--- config.mk ---
export PLATFORM = sky130hd
export DESIGN_NAME = cache_mem_arbiter_flat
export DESIGN_NICKNAME = d
export VERILOG_FILES = /design/src/rtl/cache_mem_arbiter_if.sv /design/src/rtl/cache_mem_arbiter.sv /design/src/flat_wrapper.sv
export SDC_FILE = /design/constraint.sdc
export NUM_CORES = 1
export LEC_CHECK = 0
export BUFFER_PORTS_ARGS = -buffer_cell sky130_fd_sc_hd__clkbuf_2
export CORE_AREA = 2 2 200 202
export DETAILED_ROUTE_END_ITERATION = 16
export DIE_AREA = 0 0 202 204
export HOLD_SLACK_MARGIN = 0.03
export REMOVE_ABC_BUFFERS = 1
export SLEW_MARGIN = 20
export SYNTH_ARGS = -nofsm -noshare
export SYNTH_HDL_FRONTEND = slang
export SYNTH_SLANG_ARGS = --single-unit
--- constraint.sdc ---
create_clock -name clk -period 6.1 [get_ports clk]
set_clock_uncertainty 0.15 [all_clocks]
set_input_delay 0.915 -clock clk [delete_from_list [all_inputs] [get_ports clk]]
set_output_delay 0.915 -clock clk [all_outputs]
set_load 0.01 [all_outputs]
--- src/rtl/cache_mem_arbiter_if.sv ---
// Signal bundle between the two cache controllers, the refill/write-back arbiter and the memory bridge.
// The slave modport is the arbiter's view; master is the caches-plus-bridge side.
interface cache_mem_arbiter_if #(
    parameter int ADDR_W = 32,
    parameter int LINE_W = 128,
    parameter int RET_W  = 32
);
    logic              i_rd_req;
    logic [2:0]        i_rd_type;
    logic [ADDR_W-1:0] i_rd_addr;
    logic              i_rd_rdy;
    logic              i_ret_valid;
    logic              i_ret_last;

    logic              d_rd_req;
    logic [2:0]        d_rd_type;
    logic [ADDR_W-1:0] d_rd_addr;
    logic              d_rd_rdy;
    logic              d_ret_valid;
    logic              d_ret_last;

    logic [RET_W-1:0]  ret_data;

    logic              d_wr_req;
    logic [2:0]        d_wr_type;
    logic [ADDR_W-1:0] d_wr_addr;
    logic [3:0]        d_wr_wstrb;
    logic [LINE_W-1:0] d_wr_data;
    logic              d_wr_rdy;

    logic              mem_rd_req;
    logic [2:0]        mem_rd_type;
    logic [ADDR_W-1:0] mem_rd_addr;
    logic              mem_rd_rdy;
    logic              mem_ret_valid;
    logic              mem_ret_last;
    logic [RET_W-1:0]  mem_ret_data;

    logic              mem_wr_req;
    logic [2:0]        mem_wr_type;
    logic [ADDR_W-1:0] mem_wr_addr;
    logic [3:0]        mem_wr_wstrb;
    logic [LINE_W-1:0] mem_wr_data;
    logic              mem_wr_rdy;

    modport slave (
        input  i_rd_req, i_rd_type, i_rd_addr,
               d_rd_req, d_rd_type, d_rd_addr,
               d_wr_req, d_wr_type, d_wr_addr, d_wr_wstrb, d_wr_data,
               mem_rd_rdy, mem_ret_valid, mem_ret_last, mem_ret_data, mem_wr_rdy,
        output i_rd_rdy, i_ret_valid, i_ret_last,
               d_rd_rdy, d_ret_valid, d_ret_last, ret_data, d_wr_rdy,
               mem_rd_req, mem_rd_type, mem_rd_addr,
               mem_wr_req, mem_wr_type, mem_wr_addr, mem_wr_wstrb, mem_wr_data
    );

    modport master (
        output i_rd_req, i_rd_type, i_rd_addr,
               d_rd_req, d_rd_type, d_rd_addr,
               d_wr_req, d_wr_type, d_wr_addr, d_wr_wstrb, d_wr_data,
               mem_rd_rdy, mem_ret_valid, mem_ret_last, mem_ret_data, mem_wr_rdy,
        input  i_rd_rdy, i_ret_valid, i_ret_last,
               d_rd_rdy, d_ret_valid, d_ret_last, ret_data, d_wr_rdy,
               mem_rd_req, mem_rd_type, mem_rd_addr,
               mem_wr_req, mem_wr_type, mem_wr_addr, mem_wr_wstrb, mem_wr_data
    );
endinterface

--- src/rtl/cache_mem_arbiter.sv ---
// Shares one memory bridge between icache and dcache: round-robin serialised refills
// plus a single-entry dcache write-back buffer that blocks same-line reads until drained.
//
// state   | meaning
// IDLE    | no read outstanding; pick an eligible requester
// RD_REQ  | latched read presented to bridge, waiting for mem_rd_rdy
// RD_WAIT | routing return beats to the granted cache until the last beat
module cache_mem_arbiter #(
    parameter int ADDR_W = 32,
    parameter int LINE_W = 128,
    parameter int OFF_W  = 4,
    parameter int RET_W  = 32
) (
    input  logic               clk,
    input  logic               reset,
    cache_mem_arbiter_if.slave bus
);
    typedef enum logic [1:0] {IDLE = 2'd0, RD_REQ = 2'd1, RD_WAIT = 2'd2} state_t;

    state_t            state;
    state_t            state_nxt;
    logic              grant_d;
    logic [2:0]        rd_type;
    logic [ADDR_W-1:0] rd_addr;
    logic              i_elig;
    logic              d_elig;
    logic              pick_d;

    logic              wbuf_valid;
    logic [2:0]        wbuf_type;
    logic [ADDR_W-1:0] wbuf_addr;
    logic [3:0]        wbuf_wstrb;
    logic [LINE_W-1:0] wbuf_data;

    assign i_elig = bus.i_rd_req &&
                    !(wbuf_valid && bus.i_rd_addr[ADDR_W-1:OFF_W] == wbuf_addr[ADDR_W-1:OFF_W]);
    assign d_elig = bus.d_rd_req &&
                    !(wbuf_valid && bus.d_rd_addr[ADDR_W-1:OFF_W] == wbuf_addr[ADDR_W-1:OFF_W]);
    // grant_d doubles as last_grant: it only changes when a new grant is made
    assign pick_d = d_elig && (!i_elig || !grant_d);

    always_ff @(posedge clk or posedge reset) begin
        if (reset) begin
            state   <= IDLE;
            grant_d <= 1'b0;
            rd_type <= '0;
            rd_addr <= '0;
        end else begin
            state <= state_nxt;
            if (state == IDLE && (i_elig || d_elig)) begin
                grant_d <= pick_d;
                rd_type <= pick_d ? bus.d_rd_type : bus.i_rd_type;
                rd_addr <= pick_d ? bus.d_rd_addr : bus.i_rd_addr;
            end
        end
    end

    always_comb begin
        state_nxt       = state;
        bus.mem_rd_req  = 1'b0;
        bus.i_rd_rdy    = 1'b0;
        bus.d_rd_rdy    = 1'b0;
        bus.i_ret_valid = 1'b0;
        bus.i_ret_last  = 1'b0;
        bus.d_ret_valid = 1'b0;
        bus.d_ret_last  = 1'b0;
        case (state)
            IDLE: begin
                if (i_elig || d_elig) state_nxt = RD_REQ;
            end
            RD_REQ: begin
                bus.mem_rd_req = 1'b1;
                if (bus.mem_rd_rdy) begin
                    bus.i_rd_rdy = !grant_d;
                    bus.d_rd_rdy = grant_d;
                    state_nxt    = RD_WAIT;
                end
            end
            RD_WAIT: begin
                bus.i_ret_valid = !grant_d && bus.mem_ret_valid;
                bus.i_ret_last  = !grant_d && bus.mem_ret_last;
                bus.d_ret_valid = grant_d && bus.mem_ret_valid;
                bus.d_ret_last  = grant_d && bus.mem_ret_last;
                if (bus.mem_ret_valid && bus.mem_ret_last) state_nxt = IDLE;
            end
            default: state_nxt = IDLE;
        endcase
    end

    assign bus.mem_rd_type = rd_type;
    assign bus.mem_rd_addr = rd_addr;
    assign bus.ret_data    = bus.mem_ret_data[RET_W-1:0];

    // A drain cycle never refills: capture waits for the cycle after the clear
    always_ff @(posedge clk or posedge reset) begin
        if (reset) begin
            wbuf_valid <= 1'b0;
            wbuf_type  <= '0;
            wbuf_addr  <= '0;
            wbuf_wstrb <= '0;
            wbuf_data  <= '0;
        end else if (wbuf_valid) begin
            if (bus.mem_wr_rdy) wbuf_valid <= 1'b0;
        end else if (bus.d_wr_req) begin
            wbuf_valid <= 1'b1;
            wbuf_type  <= bus.d_wr_type;
            wbuf_addr  <= bus.d_wr_addr;
            wbuf_wstrb <= bus.d_wr_wstrb;
            wbuf_data  <= bus.d_wr_data;
        end
    end

    assign bus.d_wr_rdy     = !wbuf_valid;
    assign bus.mem_wr_req   = wbuf_valid;
    assign bus.mem_wr_type  = wbuf_type;
    assign bus.mem_wr_addr  = wbuf_addr;
    assign bus.mem_wr_wstrb = wbuf_wstrb;
    assign bus.mem_wr_data  = wbuf_data;
endmodule

--- src/flat_wrapper.sv ---
// flat-port wrapper written by rule: the top's interface ports become plain ports
module cache_mem_arbiter_flat 
#(
    parameter int ADDR_W = 32,
    parameter int LINE_W = 128,
    parameter int OFF_W  = 4,
    parameter int RET_W  = 32
)
  (clk, reset, bus_i_rd_req, bus_i_rd_type, bus_i_rd_addr, bus_d_rd_req, bus_d_rd_type, bus_d_rd_addr, bus_d_wr_req, bus_d_wr_type, bus_d_wr_addr, bus_d_wr_wstrb, bus_d_wr_data, bus_mem_rd_rdy, bus_mem_ret_valid, bus_mem_ret_last, bus_mem_ret_data, bus_mem_wr_rdy, bus_i_rd_rdy, bus_i_ret_valid, bus_i_ret_last, bus_d_rd_rdy, bus_d_ret_valid, bus_d_ret_last, bus_ret_data, bus_d_wr_rdy, bus_mem_rd_req, bus_mem_rd_type, bus_mem_rd_addr, bus_mem_wr_req, bus_mem_wr_type, bus_mem_wr_addr, bus_mem_wr_wstrb, bus_mem_wr_data);
  cache_mem_arbiter_if #(.ADDR_W(ADDR_W), .LINE_W(LINE_W), .RET_W(RET_W)) bus_i ();
  input  logic clk;
  input  logic reset;
  input wire logic [$bits(bus_i.i_rd_req)-1:0] bus_i_rd_req;
  input wire logic [$bits(bus_i.i_rd_type)-1:0] bus_i_rd_type;
  input wire logic [$bits(bus_i.i_rd_addr)-1:0] bus_i_rd_addr;
  input wire logic [$bits(bus_i.d_rd_req)-1:0] bus_d_rd_req;
  input wire logic [$bits(bus_i.d_rd_type)-1:0] bus_d_rd_type;
  input wire logic [$bits(bus_i.d_rd_addr)-1:0] bus_d_rd_addr;
  input wire logic [$bits(bus_i.d_wr_req)-1:0] bus_d_wr_req;
  input wire logic [$bits(bus_i.d_wr_type)-1:0] bus_d_wr_type;
  input wire logic [$bits(bus_i.d_wr_addr)-1:0] bus_d_wr_addr;
  input wire logic [$bits(bus_i.d_wr_wstrb)-1:0] bus_d_wr_wstrb;
  input wire logic [$bits(bus_i.d_wr_data)-1:0] bus_d_wr_data;
  input wire logic [$bits(bus_i.mem_rd_rdy)-1:0] bus_mem_rd_rdy;
  input wire logic [$bits(bus_i.mem_ret_valid)-1:0] bus_mem_ret_valid;
  input wire logic [$bits(bus_i.mem_ret_last)-1:0] bus_mem_ret_last;
  input wire logic [$bits(bus_i.mem_ret_data)-1:0] bus_mem_ret_data;
  input wire logic [$bits(bus_i.mem_wr_rdy)-1:0] bus_mem_wr_rdy;
  output wire logic [$bits(bus_i.i_rd_rdy)-1:0] bus_i_rd_rdy;
  output wire logic [$bits(bus_i.i_ret_valid)-1:0] bus_i_ret_valid;
  output wire logic [$bits(bus_i.i_ret_last)-1:0] bus_i_ret_last;
  output wire logic [$bits(bus_i.d_rd_rdy)-1:0] bus_d_rd_rdy;
  output wire logic [$bits(bus_i.d_ret_valid)-1:0] bus_d_ret_valid;
  output wire logic [$bits(bus_i.d_ret_last)-1:0] bus_d_ret_last;
  output wire logic [$bits(bus_i.ret_data)-1:0] bus_ret_data;
  output wire logic [$bits(bus_i.d_wr_rdy)-1:0] bus_d_wr_rdy;
  output wire logic [$bits(bus_i.mem_rd_req)-1:0] bus_mem_rd_req;
  output wire logic [$bits(bus_i.mem_rd_type)-1:0] bus_mem_rd_type;
  output wire logic [$bits(bus_i.mem_rd_addr)-1:0] bus_mem_rd_addr;
  output wire logic [$bits(bus_i.mem_wr_req)-1:0] bus_mem_wr_req;
  output wire logic [$bits(bus_i.mem_wr_type)-1:0] bus_mem_wr_type;
  output wire logic [$bits(bus_i.mem_wr_addr)-1:0] bus_mem_wr_addr;
  output wire logic [$bits(bus_i.mem_wr_wstrb)-1:0] bus_mem_wr_wstrb;
  output wire logic [$bits(bus_i.mem_wr_data)-1:0] bus_mem_wr_data;
  assign bus_i.i_rd_req = bus_i_rd_req;
  assign bus_i.i_rd_type = bus_i_rd_type;
  assign bus_i.i_rd_addr = bus_i_rd_addr;
  assign bus_i.d_rd_req = bus_d_rd_req;
  assign bus_i.d_rd_type = bus_d_rd_type;
  assign bus_i.d_rd_addr = bus_d_rd_addr;
  assign bus_i.d_wr_req = bus_d_wr_req;
  assign bus_i.d_wr_type = bus_d_wr_type;
  assign bus_i.d_wr_addr = bus_d_wr_addr;
  assign bus_i.d_wr_wstrb = bus_d_wr_wstrb;
  assign bus_i.d_wr_data = bus_d_wr_data;
  assign bus_i.mem_rd_rdy = bus_mem_rd_rdy;
  assign bus_i.mem_ret_valid = bus_mem_ret_valid;
  assign bus_i.mem_ret_last = bus_mem_ret_last;
  assign bus_i.mem_ret_data = bus_mem_ret_data;
  assign bus_i.mem_wr_rdy = bus_mem_wr_rdy;
  assign bus_i_rd_rdy = bus_i.i_rd_rdy;
  assign bus_i_ret_valid = bus_i.i_ret_valid;
  assign bus_i_ret_last = bus_i.i_ret_last;
  assign bus_d_rd_rdy = bus_i.d_rd_rdy;
  assign bus_d_ret_valid = bus_i.d_ret_valid;
  assign bus_d_ret_last = bus_i.d_ret_last;
  assign bus_ret_data = bus_i.ret_data;
  assign bus_d_wr_rdy = bus_i.d_wr_rdy;
  assign bus_mem_rd_req = bus_i.mem_rd_req;
  assign bus_mem_rd_type = bus_i.mem_rd_type;
  assign bus_mem_rd_addr = bus_i.mem_rd_addr;
  assign bus_mem_wr_req = bus_i.mem_wr_req;
  assign bus_mem_wr_type = bus_i.mem_wr_type;
  assign bus_mem_wr_addr = bus_i.mem_wr_addr;
  assign bus_mem_wr_wstrb = bus_i.mem_wr_wstrb;
  assign bus_mem_wr_data = bus_i.mem_wr_data;
  cache_mem_arbiter #(.ADDR_W(ADDR_W), .LINE_W(LINE_W), .OFF_W(OFF_W), .RET_W(RET_W)) u_core (.clk(clk), .reset(reset), .bus(bus_i));
endmodule
Word-level counts from Yosys, hierarchy flattened

Index checks and enable logic that the tools add are counted.

Add/sub/neg operators: 0
Multipliers: 0
Divide/modulo/power cells: 0
$lt $le $gt $ge: 0
Eq/ne operators: 7
Shift-type cells: 0
Mux-type cells: 18
Bitwise operators: 1
Reductions and logical operators: 21

Operators by type and width:

| operator             | count |
|---|---|
| $eq A28 B28 Y1       | 2 |
| $mux W32             | 1 |
| $mux W1              | 12 |
| $logic_and A1 B1 Y1  | 11 |
| $mux W2              | 3 |
| $pmux W2 S3          | 1 |
| $logic_not A1 Y1     | 5 |
| $ne A2 B2 Y1 const B | 2 |
| $mux W3              | 1 |
| $reduce_and A3 Y1    | 1 |
| $eq A2 B1 Y1 const B | 1 |
| $eq A2 B2 Y1 const B | 1 |
| $logic_not A2 Y1     | 1 |
| $logic_or A1 B1 Y1   | 2 |
| $ne A2 B1 Y1 const B | 1 |
| $reduce_and A2 Y1    | 1 |
| $not A1 Y1           | 1 |

Register bits after elaboration: 206
Latch bits: 0
Bits in writable memories: 0
Bits in read-only memories: 0
Bits of input ports: 278
Output and inout port bits: 243
Logic and storage cells: 56
Memories kept: 0

Logic depth before layout (Yosys ltp)

Word-level depth: 8
Mapped depth: 8

Least setup slack after synthesis

Ideal clock, no wire load.

Path kind: input port to flip-flop
Start point: in bus_d_rd_addr[8]
End point: reg u_core.rd_addr[0], in the netlist u_core.bus.mem_rd_addr[0]
Data arrival time: 2.419 ns
Data required time: 5.821 ns
Setup slack: 3.402 ns
Stages: 8
Cell sequence: xnor2_1 > nand4_1 > or4_1 > o21a_1 > clkbuf_1 > buf_2 > nand3_1 > a31oi_1

Cells in the longest elaborated chain, start to end: 6
Elaborated cells on any way between the ends: 8
Classes of those cells: eq/ne (1); mux (1); reduce/logical (6)

RTL lines:

| element                                                          | line                                             | text |
|---|---|---|
| start, declared                                                  | flat_wrapper.sv:18                               | `input wire logic [$bits(bus_i.d_rd_addr)-1:0] bus_d_rd_addr;` |
| $eq A28 B28 Y1 *                                                 | cache_mem_arbiter.sv:38                          | `!(wbuf_valid && bus.d_rd_addr[ADDR_W-1:OFF_W] == wbuf_addr[ADDR_W-1:OFF_W]);` |
| $logic_and A1 B1 Y1 *                                            | cache_mem_arbiter.sv:38                          |  |
| $logic_not A1 Y1 *                                               | cache_mem_arbiter.sv:38                          |  |
| $logic_and A1 B1 Y1 *                                            | cache_mem_arbiter.sv:37                          | `assign d_elig = bus.d_rd_req &&` |
| $logic_and A1 B1 Y1 / $logic_or A1 B1 Y1 (equally long branches) | cache_mem_arbiter.sv:40, cache_mem_arbiter.sv:50 |  |
| $mux W32 / $logic_and A1 B1 Y1 (equally long branches)           | cache_mem_arbiter.sv:53, cache_mem_arbiter.sv:50 |  |
| end signal, assigned                                             | cache_mem_arbiter.sv:53                          | `rd_addr <= pick_d ? bus.d_rd_addr : bus.i_rd_addr;` |
| end, declared                                                    | cache_mem_arbiter.sv:24                          | `logic [ADDR_W-1:0] rd_addr;` |

Every way passes the cells marked *; elsewhere a longest branch is shown, timed or not.
A chain may end at the register's enable or synchronous reset.

Worst setup path in the final report

Start point: reg u_core.wbuf_addr[21], in the netlist u_core.bus.mem_wr_addr[21]
End point: reg u_core.state[0]

Cells in the longest elaborated chain, start to end: 7
Elaborated cells on any way between the ends: 11
Classes of those cells: eq/ne (3); reduce/logical (8)

RTL lines:

| element                                       | line                                             | text |
|---|---|---|
| start, declared                               | cache_mem_arbiter.sv:31                          | `logic [ADDR_W-1:0] wbuf_addr;` |
| start signal, assigned                        | cache_mem_arbiter.sv:107                         | `wbuf_addr <= bus.d_wr_addr;` |
| $eq A28 B28 Y1, on equally long branches      | cache_mem_arbiter.sv:36, cache_mem_arbiter.sv:38 |  |
| $logic_and A1 B1 Y1, on equally long branches | cache_mem_arbiter.sv:36, cache_mem_arbiter.sv:38 |  |
| $logic_not A1 Y1, on equally long branches    | cache_mem_arbiter.sv:36, cache_mem_arbiter.sv:38 |  |
| $logic_and A1 B1 Y1, on equally long branches | cache_mem_arbiter.sv:35, cache_mem_arbiter.sv:37 |  |
| $logic_or A1 B1 Y1 *                          | cache_mem_arbiter.sv:69                          | `if (i_elig \|\| d_elig) state_nxt = RD_REQ;` |
| $ne A2 B2 Y1 (no line) *                      | --                                               |  |
| $reduce_and A3 Y1 (no line) *                 | --                                               |  |
| end signal, assigned                          | cache_mem_arbiter.sv:49                          | `state <= state_nxt;` |
| end, declared                                 | cache_mem_arbiter.sv:20                          | `state_t state;` |

Marks and branches as above.

==> impl_results.md <==
- Status: complete, no violations
- # H-tree levels: 1
- Worst path required time: around 6.4 ns
- Startpoint types: register
- Die X: ~200 um
- Min cycle time layout: approximately 3.5 ns
- Hold buffer count at cts: 0
- Switch Pwr: between 1500 and 2000 uW
- Area taken by multi-input logic gates: between 3000 and 4000 um2
- Pwr Total: ~5100 uW
- Smallest hold slack: between 0.2 and 0.3 ns
- Nets@finish: roughly 1400
- Final setup vio count: 0
- Buf/Inv on CP: 1
- Net Sw Frac: between 30% and 40%
- CTS Sinks: slightly above 200
- Sequential power share: between 30% and 40%
- CP Class: reg2reg
- Total Negative Setup Slacks: 0 ns
- Clock Latency Late Sink: ~0.53 ns
- Leakage power: 0.00581 uW
- Final wirelength: between 30000 and 40000 um
- Commonest non-fill, non-tap cell in the layout: clkbuf_2
- Vias: roughly 7600
- Highest clock rate: about 290 MHz
- CTS resizes: 0
- Place WS: around 2.2 ns
- Power Density: between 400 and 500 nW/um2
- Routability Congestion: around 0.87
- Drt first pass iters: 5
- Initial Utilization: between 20% and 30%
- Final WS setup: 2.63 ns
- TritonCTS clock tree: done
- Initial antenna violation count: 3
- Iter 0 DRT Violations: approximately 380
- Residual DRC: 0
- GRT Total Usage: approximately 15%
- Critical path's largest stage delay: roughly 0.74 ns
- Final Util: a little under a third
- Fin crit share: 57.0%
- CTS max path bufs: 3
- Clock Root Buffer: clkbuf_16
- Final hold violation count: 0
- Total internal power: about 3400 uW
- Antenna Violating Nets Remaining: 0
- Comb pwr share: 31.7%
- Core Footprint: 39200 um2
- Crit-path cells: xnor2_1, nand4_1, nor4_2, a31oi_4, or2_1, buf_4, a21o_1
- Clock power frac: 28.6%
- #FFs+latches synth: just over 200
- I/O Pins: between 500 and 600
- Actual slew at the worst max-slew pin: about 1.2 ns
- Mapped Area: a little over 9000 um2
- Hold crit path type: in2async
- Peak VDD IR: between 150 and 200 uV
- Total clock buffers created by CTS: 25
- Worst path top cell family by delay: simple AND/OR/NAND/NOR gates
- Relative slew slack: between 20% and 30%
- Final Max Tran Viols: 0
- DP Wirelength: ~25000 um
- Worst-path fanout max: 36
- PortBufs: 456
- First-pass GRT wire length: between 40000 and 50000 um
- Layout cells sized above 1: between 50% and 60%
- GRT Residual Overflow: 0
- Die area: a little over 40000 um2
- Die Y: 204 um
- Max-Cap Viols: 0
- CTS clk-pin slew, worst paths: ~0.06 ns
- Unique masters post-synth: 34
- Rows: 73
- Register area share after synthesis: between 50% and 60%
- Unrepaired setup endpoints after global routing: no
- Routed len/inst: about 19 um
- Vias in the first global route: approximately 7900
- Post-CTS Setup Inserts: 0
- Syn Inst Count: between 700 and 800
- Largest net degree at the start of global routing: roughly 170
- Number of fillers in the final layout: around 4000
- Avg Vias per Cell: between 4 and 5
- CP arrival: 3.75 ns
- CP max-delay cell: nor4_2
- Storage cell area: between 5000 and 6000 um2
- Most frequent cells in the layout: clkbuf_2, dfrtp_1, mux2_2, xnor2_1, nand3_1
- Yosys warns: 0
- Area delta synth->final: 37.6%
- CP Capture Type: register
- Syn_area_per_cell: 12.8 um2
[power by group through the flow]
stage	logic (uW)	clock network [uW]	registers [uW]
after detailed placement	1640	0	2050
after global placement	1620	0	2040
final	1620	1460	2030
after global routing	1760	1570	2080
after CTS	1640	1510	2030
after floorplan	751	0	2160
[per-stage QoR]
stage                     area, um2  cells
after global placement        11700   1624
after detailed placement      11700   1624
after CTS                     12500   1670
after floorplan                8660    636
after global routing          12500   1670
final                         12500   1672
[final timing paths]
path	depth (start not counted)	slack [ns]	endpoint	from
max in group asynchronous	3	4.32	u_core.bus.mem_wr_data[77]	reset
min reg2reg	1	0.35	u_core.bus.mem_wr_data[41]	u_core.bus.mem_wr_data[41]
max reg2reg	7	2.63	u_core.state[0]	u_core.bus.mem_wr_addr[21]
min	2	0.27	u_core.bus.mem_wr_data[1]	reset
max	7	2.63	u_core.state[0]	u_core.bus.mem_wr_addr[21]
min in group clk	1	0.35	u_core.bus.mem_wr_data[41]	u_core.bus.mem_wr_data[41]
[cell type report]
cell class / count / area share, %
Clock inverter: 9 / 0.619
Multi-Input combinational cell: 424 / 28.1
Inverter: 6 / 0.240
Clock buffer: 37 / 5.83
Sequential cell: 206 / 41.1
Timing Repair Buffer: 463 / 18.8
Tap cell: 525 / 5.24
Antenna cell: 2 / 0.0399
[flip-flops by register name, indices dropped and copies added, names as in the netlist]
name / count
u_core.state: 2
u_core.bus.mem_wr_data: 128
u_core.bus.mem_wr_addr: 32
u_core.grant_d: 1
u_core.bus.mem_wr_type: 3
u_core.bus.mem_rd_type: 3
u_core.bus.mem_rd_addr: 32
u_core.bus.mem_wr_wstrb: 4
u_core.bus.mem_wr_req: 1
[metal layers]
| metal | global-route usage (%) | up-vias | part of all wire (%) |
|---|---|---|---|
| met2 | 25.1 | 466 | 47 |
| met4 | 4.94 | 0 | 2.8 |
| met5 | 0 | - | 0 |
| met1 | 17.8 | 3738 | 39 |
| li1 | - | 3359 | - |
| met3 | 6.17 | 50 | 11 |
[synthesized netlist by cell type, drive strengths merged]
cell,count,area (um2)
nor2b,5,31.3
a31oi,37,238
nor4,5,58.8
dfrtp,206,5150
nand2,12,45.0
or2,1,6.26
nor3,35,175
nand4,16,100
o21ai,39,199
o21bai,1,7.51
a31o,1,8.76
clkbuf,29,109
nand2b,1,6.26
a2111o,1,11.3
xor2,4,35.0
and3,4,25.0
a21oi,1,5.00
o221ai,1,8.76
buf,46,335
or4,2,15.0
xnor2,49,429
inv,6,22.5
nor2,3,11.3
nand3,39,195
mux2,165,1860
a21o,1,7.51
o21a,1,7.51
[cell families after synthesis]
| family | after synthesis | share of synthesized area (%) |
|---|---|---|
| muxes | 165 | 20.4 |
| AOI/OAI and AO/OA | 83 | 5.41 |
| DFF | 206 | 56.6 |
| and+or+nand+nor | 123 | 7.35 |
| xor gates and xnor gates | 53 | 5.10 |
| buffers and inverters | 81 | 5.12 |
Power figures use the tool's default switching activity.
